<file path="config.mk">
export PLATFORM = sky130hd
export DESIGN_NAME = layers_ctrl_flat
export DESIGN_NICKNAME = d
export VERILOG_FILES = /design/src/rtl/layers_ctrl_pkg.sv /design/src/rtl/layers_ctrl_if.sv /design/src/rtl/layers_ctrl.sv /design/src/flat_wrapper.sv
export SDC_FILE = /design/constraint.sdc
export NUM_CORES = 1
export LEC_CHECK = 0
export ABC_AREA = 1
export BUFFER_PORTS_ARGS = -buffer_cell sky130_fd_sc_hd__clkbuf_2
export CAP_MARGIN = 20
export CORE_MARGIN = 2
export CORE_UTILIZATION = 38
export DETAILED_ROUTE_END_ITERATION = 16
export PLACE_DENSITY = 0.57
export SKIP_CTS_REPAIR_TIMING = 1
export SYNTH_ARGS = -nofsm -noshare
export SYNTH_HDL_FRONTEND = slang
export SYNTH_SLANG_ARGS = --single-unit
</file>
<file path="constraint.sdc">
create_clock -name clk -period 3.15 [get_ports clk]
set_input_delay 0.315 -clock clk [delete_from_list [all_inputs] [get_ports clk]]
set_output_delay 0.315 -clock clk [all_outputs]
set_load 0.005 [all_outputs]
</file>
<file path="src/rtl/layers_ctrl_pkg.sv">
// Shared constants and types for the layers job sequencer.
// Config addresses decoded by every block on the config bus; FSM state type.
package layers_ctrl_pkg;

  localparam int CFG_LAYERS     = 1;
  localparam int CFG_CTRL_LEN   = 8;
  localparam int CFG_CTRL_NB    = 9;
  localparam int CFG_CTRL_START = 10;

  typedef enum logic [3:0] {
    IDLE  = 4'b0001,
    RUN   = 4'b0010,
    DRAIN = 4'b0100,
    DONE  = 4'b1000
  } state_t;

endpackage

</file>
<file path="src/rtl/layers_ctrl_if.sv">
// Stream bundle around layers_ctrl: upstream image beats, the metered image
// stream into layers, and the snooped result handshake. master = sequencer.
interface layers_ctrl_if #(
  parameter int GROUP_NB  = 4,
  parameter int IMG_WIDTH = 16
);

  logic [GROUP_NB*IMG_WIDTH-1:0] src_bus;
  logic                          src_val;
  logic                          src_rdy;
  logic [GROUP_NB*IMG_WIDTH-1:0] image_bus;
  logic                          image_last;
  logic                          image_val;
  logic                          image_rdy;
  logic                          result_val;
  logic                          result_rdy;

  modport master (
    input  src_bus, src_val, image_rdy,
    input  result_val, result_rdy,
    output src_rdy, image_bus, image_last, image_val
  );

  modport slave (
    output src_bus, src_val, image_rdy,
    output result_val, result_rdy,
    input  src_rdy, image_bus, image_last, image_val
  );

endinterface

</file>
<file path="src/rtl/layers_ctrl.sv">
// Job sequencer: snoops config, meters image beats into layers framed by
// image_last, counts result handshakes. Ports: clk, rst (sync, active-low),
// cfg_data/cfg_addr/cfg_valid snoop, io (stream bundle), busy, done, err.
module layers_ctrl
  import layers_ctrl_pkg::*;
#(
  parameter int CFG_DWIDTH = 32,
  parameter int CFG_AWIDTH = 5,
  parameter int GROUP_NB   = 4,
  parameter int IMG_WIDTH  = 16
) (
  input  logic                  clk,
  input  logic                  rst,
  input  logic [CFG_DWIDTH-1:0] cfg_data,
  input  logic [CFG_AWIDTH-1:0] cfg_addr,
  input  logic                  cfg_valid,
  layers_ctrl_if.master         io,
  output logic                  busy,
  output logic                  done,
  output logic                  err
);

  localparam int S_IDLE  = 0;
  localparam int S_RUN   = 1;
  localparam int S_DRAIN = 2;
  localparam int S_DONE  = 3;

  state_t state;

  logic [15:0] pass_len;
  logic [15:0] out_nb;
  logic [7:0]  pool_nb;
  logic [15:0] len_q;
  logic [15:0] nb_q;
  logic [7:0]  pool_q;
  logic [15:0] beat_cnt;
  logic [7:0]  pass_cnt;
  logic [15:0] win_cnt;
  logic [15:0] res_cnt;
  logic [15:0] res_nxt;

  logic run;
  logic start;
  logic xfer;
  logic last_beat;
  logic pass_end;
  logic job_end;
  logic res_hs;
  logic cfg_unused;

  logic [GROUP_NB*IMG_WIDTH-1:0] beat;

  function automatic logic hit(input int a);
    return cfg_valid && cfg_addr == CFG_AWIDTH'(a);
  endfunction

  assign cfg_unused = ^cfg_data[CFG_DWIDTH-1:16];

  assign start = hit(CFG_CTRL_START);
  assign run   = state[S_RUN];

  // Pure pass-through: no buffering between fetch and layers.
  assign beat          = io.src_bus;
  assign io.image_bus  = beat;
  assign io.image_val  = run & io.src_val;
  assign io.src_rdy    = run & io.image_rdy;
  assign last_beat     = beat_cnt == len_q - 16'd1;
  assign io.image_last = run & last_beat;

  assign xfer     = io.image_val & io.image_rdy;
  assign pass_end = pass_cnt == pool_q;
  assign job_end  = xfer & last_beat & pass_end
                  & (win_cnt + 16'd1 == nb_q);

  assign res_hs  = ~state[S_IDLE] & io.result_val & io.result_rdy;
  assign res_nxt = res_cnt + 16'(res_hs);

  always_ff @(posedge clk) begin
    if (!rst) begin
      state    <= IDLE;
      busy     <= 1'b0;
      done     <= 1'b0;
      err      <= 1'b0;
      pass_len <= '0;
      out_nb   <= '0;
      pool_nb  <= '0;
      len_q    <= '0;
      nb_q     <= '0;
      pool_q   <= '0;
      beat_cnt <= '0;
      pass_cnt <= '0;
      win_cnt  <= '0;
      res_cnt  <= '0;
    end else begin
      done    <= 1'b0;
      res_cnt <= res_nxt;
      if (hit(CFG_LAYERS))   pool_nb  <= cfg_data[15:8];
      if (hit(CFG_CTRL_LEN)) pass_len <= cfg_data[15:0];
      if (hit(CFG_CTRL_NB))  out_nb   <= cfg_data[15:0];
      unique case (1'b1)
        state[S_IDLE]: begin
          if (start) begin
            if (pass_len == '0 || out_nb == '0) begin
              err <= 1'b1;
            end else begin
              err      <= 1'b0;
              len_q    <= pass_len;
              nb_q     <= out_nb;
              pool_q   <= pool_nb;
              beat_cnt <= '0;
              pass_cnt <= '0;
              win_cnt  <= '0;
              res_cnt  <= '0;
              busy     <= 1'b1;
              state    <= RUN;
            end
          end
        end
        state[S_RUN]: begin
          if (xfer) begin
            if (last_beat) begin
              beat_cnt <= '0;
              if (pass_end) begin
                pass_cnt <= '0;
                win_cnt  <= win_cnt + 16'd1;
              end else begin
                pass_cnt <= pass_cnt + 8'd1;
              end
            end else begin
              beat_cnt <= beat_cnt + 16'd1;
            end
          end
          if (job_end) state <= DRAIN;
        end
        state[S_DRAIN]: begin
          // >= so results that all arrived during RUN still finish.
          if (res_nxt >= nb_q) begin
            state <= DONE;
            done  <= 1'b1;
          end
        end
        state[S_DONE]: begin
          state <= IDLE;
          busy  <= 1'b0;
        end
        default: state <= IDLE;
      endcase
    end
  end

endmodule
</file>
<file path="src/flat_wrapper.sv">
// flat-port wrapper written by rule: the top's interface ports become plain ports
module layers_ctrl_flat import layers_ctrl_pkg::*;
#(
  parameter int CFG_DWIDTH = 32,
  parameter int CFG_AWIDTH = 5,
  parameter int GROUP_NB   = 4,
  parameter int IMG_WIDTH  = 16
)
  (clk, rst, cfg_data, cfg_addr, cfg_valid, busy, done, err, io_src_bus, io_src_val, io_image_rdy, io_result_val, io_result_rdy, io_src_rdy, io_image_bus, io_image_last, io_image_val);
  layers_ctrl_if #(.GROUP_NB(GROUP_NB), .IMG_WIDTH(IMG_WIDTH)) io_i ();
  input  logic clk;
  input  logic rst;
  input  logic [CFG_DWIDTH-1:0] cfg_data;
  input  logic [CFG_AWIDTH-1:0] cfg_addr;
  input  logic cfg_valid;
  output logic busy;
  output logic done;
  output logic err;
  input wire logic [$bits(io_i.src_bus)-1:0] io_src_bus;
  input wire logic [$bits(io_i.src_val)-1:0] io_src_val;
  input wire logic [$bits(io_i.image_rdy)-1:0] io_image_rdy;
  input wire logic [$bits(io_i.result_val)-1:0] io_result_val;
  input wire logic [$bits(io_i.result_rdy)-1:0] io_result_rdy;
  output wire logic [$bits(io_i.src_rdy)-1:0] io_src_rdy;
  output wire logic [$bits(io_i.image_bus)-1:0] io_image_bus;
  output wire logic [$bits(io_i.image_last)-1:0] io_image_last;
  output wire logic [$bits(io_i.image_val)-1:0] io_image_val;
  assign io_i.src_bus = io_src_bus;
  assign io_i.src_val = io_src_val;
  assign io_i.image_rdy = io_image_rdy;
  assign io_i.result_val = io_result_val;
  assign io_i.result_rdy = io_result_rdy;
  assign io_src_rdy = io_i.src_rdy;
  assign io_image_bus = io_i.image_bus;
  assign io_image_last = io_i.image_last;
  assign io_image_val = io_i.image_val;
  layers_ctrl #(.CFG_DWIDTH(CFG_DWIDTH), .CFG_AWIDTH(CFG_AWIDTH), .GROUP_NB(GROUP_NB), .IMG_WIDTH(IMG_WIDTH)) u_core (.clk(clk), .rst(rst), .cfg_data(cfg_data), .cfg_addr(cfg_addr), .cfg_valid(cfg_valid), .io(io_i), .busy(busy), .done(done), .err(err));
endmodule
</file>
### After elaboration in Yosys (flattened, before gate mapping)

Cells that the tools add are included.

* bits in registers: 143
* latch bits: 0
* RAM bits: 0
* memory bits (read-only): 0
* input bits: 108
* output and inout bits: 70
* memories kept: 0

* add/subtract/negate cells: 5
* multiply operators: 0
* div/mod/pow operators: 0
* order comparisons: 1
* equality and inequality tests: 14
* shift operators: 0
* muxes and demuxes: 28
* bitwise gates (word level): 11
* reduce and logical (&&, ||, !) cells: 17

Operator list (number)
* $mux 16: 10
* $pmux 16 s2: 2
* $mux 8: 5
* $add 16x1->16 const B: 2
* $eq 16x16->1: 2
* $logic_not 16->1: 2
* $add 16x1->16: 1
* $ge 16x16->1: 1
* $mux 4: 4
* $pmux 8 s2: 1
* $sub 16x1->16 const B: 1
* $eq 5x4->1 const B: 3
* $ne 2x2->1 const B: 7
* $pmux 4 s3: 1
* $and 1x1->1: 9
* $add 8x1->8 const B: 1
* $eq 8x8->1: 1
* $reduce_and 4->1: 2
* $reduce_and 3->1: 2
* $reduce_and 6->1: 1
* $eq 5x1->1 const B: 1
* $reduce_and 5->1: 1
* $logic_and 1x1->1: 4
* $mux 1: 4
* other kinds (5): 8

### Depth between registers and ports, before layout

* depth in word-level cells: 7
* gate-level depth with buffers: 24
* mapped depth without buffers: 24

### Worst setup path after synthesis

Ideal clock, no wire load.

* path type: input-to-reg
* from: input port io_result_rdy
* to: register u_core.state[3]
* arrival: 2.721 ns
* required time: 3.035 ns
* setup slack: 0.314 ns
* stages: 21
* cell sequence: nand2_1 -> nor2_1 -> ha_1 -> ha_1 -> and3_1 -> nand3_1 -> nor2_1 -> inv_1 -> nor3_1 -> nand2_1 -> nor3_1 -> xor2_1 -> ha_1 -> nand2_1 -> o21ai_0 -> nor2_1 -> nand4_1 -> nand2_1 -> inv_1 -> a21oi_1 -> nor2_1

* longest elaborated chain between the ends: 5

Ends and longest elaborated chain
* from (decl): RTL line flat_wrapper.sv:23 `input wire logic [$bits(io_i.result_rdy)-1:0] io_result_rdy;`
* $and 1x1->1: RTL line layers_ctrl.sv:75 `assign res_hs = ~state[S_IDLE] & io.result_val & io.result_rdy;`
* $add 16x1->16: RTL line layers_ctrl.sv:76 `assign res_nxt = res_cnt + 16'(res_hs);`
* $ge 16x16->1: RTL line layers_ctrl.sv:137 `if (res_nxt >= nb_q) begin`
* $ne 2x2->1 (no line)
* $reduce_and 4->1 (no line)
* to (signal assigned): RTL line layers_ctrl.sv:80 `state <= IDLE;`
* to (signal assigned): RTL line layers_ctrl.sv:138 `state <= DONE;`
* to (signal assigned): RTL line layers_ctrl.sv:143 `state <= IDLE;`
* to (decl): RTL line layers_ctrl.sv:28 `state_t state;`

No other way between the ends.
A chain may end at the register's enable or synchronous reset.

### Final worst setup path

* from: register u_core.state[0]
* to: register u_core.state[3]

* longest elaborated chain between the ends: 7
* elaborated cells on any way between the ends: 10
* classes of those cells: add/sub: 1; order compare: 1; eq/ne: 3; mux: 1; bitwise: 3; reduce/logical: 1

Ends and longest elaborated chain
* from (signal assigned): RTL line layers_ctrl.sv:80
* from (signal assigned): RTL line layers_ctrl.sv:115 `state <= RUN;`
* from (signal assigned): RTL line layers_ctrl.sv:133 `if (job_end) state <= DRAIN;`
* $not 1->1: RTL line layers_ctrl.sv:75
* $and 1x1->1 (2 in a row): RTL line layers_ctrl.sv:75
* $add 16x1->16: RTL line layers_ctrl.sv:76
* $ge 16x16->1: RTL line layers_ctrl.sv:137
* $ne 2x2->1 (no line)
* $reduce_and 4->1 (no line)

Several ways; a longest one is shown, not always the timed one.

==> metrics.log <==
INFO  metric grtUsageTotal = 18.4%
INFO  metric drt.antenna.violating_nets = 0
INFO  metric fraction_of_final_layout_cells_with_drive_strength_greater_than_1 = 14.0%
INFO  metric yosysWarnings = 0
INFO  metric place_congestion = 0.863
INFO  metric hpwlAfterDp = 14.8 mm
INFO  metric criticalPathCategory = reg2reg
INFO  metric synthesis.area = 7990 um2
INFO  metric grt_pass1_wl = 32.4 mm
INFO  metric clock_tree.buffer_depth = 2
INFO  metric report.final.setup_viol = 0
INFO  metric vdd_drop_max = 373 uV
INFO  metric leading_cell_type_in_the_layout_fill_and_taps_excluded = sky130_fd_sc_hd__nor2_1
INFO  metric worst_setup_start_kind = flop
INFO  metric rows = 53
INFO  metric reg2reg_to = u_core.state[3]
INFO  metric post_drt_wl_per_cell = 13.9 um
INFO  metric root_buffer = sky130_fd_sc_hd__clkbuf_16
INFO  metric route.vias.total = 6869
INFO  metric grt_pass1_vias = 6344
INFO  metric tritoncts_num_sinks = 143
INFO  metric tns = 0 ns
INFO  metric synth_edf_count = 0
INFO  metric number_of_inserted_diodes = 0
INFO  metric cp.arrival = 3.46 ns
INFO  metric p_per_area = 448 nW/um2
INFO  metric asyncSetResetFlopFracSynth = 0%
INFO  metric routed_via_density = 4.84
INFO  metric timing.max_cap.violations = 0
INFO  metric sum_of_routed_wire_length_over_all_layers = 19.7 mm
INFO  metric worst-r2r-cell-count = 20
INFO  metric layout_worst_path_cycle_share = 99.9%
INFO  metric postSynth.topFlopCell = sky130_fd_sc_hd__dfxtp_1
INFO  metric fp.dieArea = 22200 um2
INFO  metric pin_count_of_the_biggest_net_entering_global_routing = 80
INFO  metric cts_made_buffers = 17
INFO  metric cell_count_after_synthesis = 1149
INFO  metric placeableCoreArea = 20800 um2
INFO  metric maxSlewHeadroom = 59.2%
INFO  metric die-width = 149 um
INFO  metric critPathCaptureType = flop
INFO  metric ys_seq_area_share = 35.8%
INFO  metric cts_tree = yes
INFO  metric fmax = 0.318 GHz
INFO  metric netlist-cell-type-count = 44
INFO  metric clock_insertion_delay_worst_skew = 0.43 ns
INFO  metric crit_start = u_core.state[0]
INFO  metric most_frequent_cells_in_the_layout = sky130_fd_sc_hd__nor2_1 (199), sky130_fd_sc_hd__nand2_1 (189), sky130_fd_sc_hd__dfxtp_1 (142)
INFO  metric area_growth = 10.0%
INFO  metric synth_seq_cells = 143
INFO  metric postSynthAreaPerCell = 6.96 um2
INFO  metric rsz0062_at_grt = yes
INFO  metric holdCritPathClass = in2reg
INFO  metric initial_core_util = 38.4%
INFO  metric run_status = completed
INFO  metric die_h = 149 um
INFO  metric worst-slew-pin-transition = 0.611 ns
INFO  metric rrSetupSlack = 0.003 ns
INFO  metric finClkSkew = 0.0130 ns
INFO  metric worst-path-max-fanout = 3
INFO  metric power.total = 3940 uW
INFO  metric slew_violations = 0
INFO  metric initialDrtViolationCount = 375
INFO  metric count_of_unresolved_drc_violations_after_routing = 0
INFO  metric finalHoldViolations = 0
INFO  metric r2r_start = u_core.state[0]
INFO  metric final_net_count = 1260
INFO  metric io_buffer_count = 33
INFO  metric endpoint = u_core.state[3]
INFO  metric num_io_pins = 178
INFO  metric postSynthNetCount = 1279
INFO  metric grt_antenna_before_repair = 0
INFO  metric grt_overflow = 0
INFO  metric timing.critical_path.required = 3.46 ns
INFO  metric drtPass1Iterations = 5
INFO  metric cts_max_level = 4
INFO  metric worst_setup_hold_path_clk_slew = 0.06 ns
INFO  metric final.min_clock_period = 3.15 ns
INFO  metric lkg_pwr = 0.00383 uW
## worst min path at each step
stage / from / endpoint / slack (ns) / cells past startpoint
5_1_grt: cfg_data[12] / u_core.pool_nb[4] / 0.17 / 3
3_5_place_dp: u_core.state[3] / u_core.busy / 0.45 / 1
4_1_cts: cfg_data[1] / u_core.out_nb[1] / 0.15 / 3
3_3_place_gp: u_core.state[3] / u_core.busy / 0.45 / 1
2_1_floorplan: u_core.state[3] / u_core.busy / 0.41 / 1
6_report: cfg_data[1] / u_core.out_nb[1] / 0.17 / 3
## Yosys cell counts (3+ instances only)
cell type,n,area [um2]
sky130_fd_sc_hd__a21oi_1,46,230
sky130_fd_sc_hd__buf_2,3,15.0
sky130_fd_sc_hd__buf_4,66,495
sky130_fd_sc_hd__clkbuf_1,23,86.3
sky130_fd_sc_hd__dfxtp_1,143,2860
sky130_fd_sc_hd__ha_1,22,275
sky130_fd_sc_hd__inv_1,122,458
sky130_fd_sc_hd__inv_2,3,11.3
sky130_fd_sc_hd__nand2_1,190,713
sky130_fd_sc_hd__nand2_2,12,75.1
sky130_fd_sc_hd__nand2_4,3,33.8
sky130_fd_sc_hd__nand3_1,60,300
sky130_fd_sc_hd__nand3b_1,4,30.0
sky130_fd_sc_hd__nand4_1,20,125
sky130_fd_sc_hd__nor2_1,204,766
sky130_fd_sc_hd__nor2_2,5,31.3
sky130_fd_sc_hd__nor2_4,3,33.8
sky130_fd_sc_hd__nor3_1,27,135
sky130_fd_sc_hd__nor4_1,9,56.3
sky130_fd_sc_hd__o21ai_0,104,521
sky130_fd_sc_hd__o21ai_2,9,78.8
sky130_fd_sc_hd__xnor2_1,16,140
sky130_fd_sc_hd__xnor3_1,3,67.6
sky130_fd_sc_hd__xor2_1,29,254
## cells by family after synthesis
group	after synthesis	synth area share, %
buffers and inverters	223	13.9
AND/OR/NAND/NOR	546	29.9
adder cells (fa/ha/maj)	22	3.44
flip-flops	143	35.8
AO/OA/AOI/OAI	167	11.1
XOR/XNOR	48	5.78
## worst max-delay path, cell delays in order, from the launching register on
cell                      delay (ns)
sky130_fd_sc_hd__dfxtp_2        0.32
sky130_fd_sc_hd__nor2_2         0.08
sky130_fd_sc_hd__ha_2           0.22
sky130_fd_sc_hd__ha_4           0.14
sky130_fd_sc_hd__and3_4         0.18
sky130_fd_sc_hd__nand3_2        0.07
sky130_fd_sc_hd__nor2_2         0.12
sky130_fd_sc_hd__inv_2          0.05
sky130_fd_sc_hd__nor3_4         0.25
sky130_fd_sc_hd__nand2_2        0.10
sky130_fd_sc_hd__nor3_2         0.20
sky130_fd_sc_hd__xor2_1         0.21
sky130_fd_sc_hd__ha_1           0.27
sky130_fd_sc_hd__nand4_1        0.16
sky130_fd_sc_hd__a21oi_2        0.05
sky130_fd_sc_hd__nor2_2         0.16
sky130_fd_sc_hd__nand4_1        0.14
sky130_fd_sc_hd__nand2_1        0.11
sky130_fd_sc_hd__inv_2          0.04
sky130_fd_sc_hd__a21oi_1        0.13
sky130_fd_sc_hd__nor2_1         0.05
## final cells by class
| class | count | area, um2 |
|---|---|---|
| clock buffers | 21 | 440 |
| clock inverters | 11 | 134 |
| well taps | 275 | 344 |
| multi-input cells | 783 | 4180 |
| inverters | 128 | 482 |
| fillers | 2231 | 12000 |
| flip-flops and latches | 143 | 2860 |
| repair buffers | 57 | 349 |
## sequential cells by signal, summed over array words and instances, names as in the netlist
name             flops
u_core.pool_q        8
u_core.pool_nb       8
u_core.beat_cnt     16
u_core.state         4
u_core.pass_len     16
u_core.res_cnt      16
u_core.pass_cnt      8
u_core.done          1
u_core.out_nb       16
u_core.err           1
u_core.nb_q         16
u_core.len_q        16
u_core.win_cnt      16
u_core.busy          1
## report_power, final
part / internal (uW) / total, uW / switching (uW)
combinational: 37.0 / 118 / 81.1
clock: 1180 / 1990 / 819
sequential: 1820 / 1820 / 6.56
## stage by stage
stage	hold WS [ns]	instances	setup slack, ns	instance area, um2	util (%)
after floorplan	0.407	1149	0.314	7990	-
after global placement	0.455	1381	-0.140	8020	38.5
after detailed placement	0.451	1381	-0.164	8020	38.5
after CTS	0.150	1413	-0.0382	8590	41.3
after global routing	0.167	1418	-0.218	8790	42.2
final	0.165	1418	0.00268	8790	42.2
## per-layer routing
layer / vias up / track usage [%] / wire length [um]
met2: 116 / 29.0 / 8810
met1: 3128 / 25.7 / 9760
met4: 0 / 6.00 / 383
li1: 3598 / - / -
met5: - / 0 / 0
met3: 27 / 3.18 / 725
Note: power is estimated with default switching activity, not from simulation.
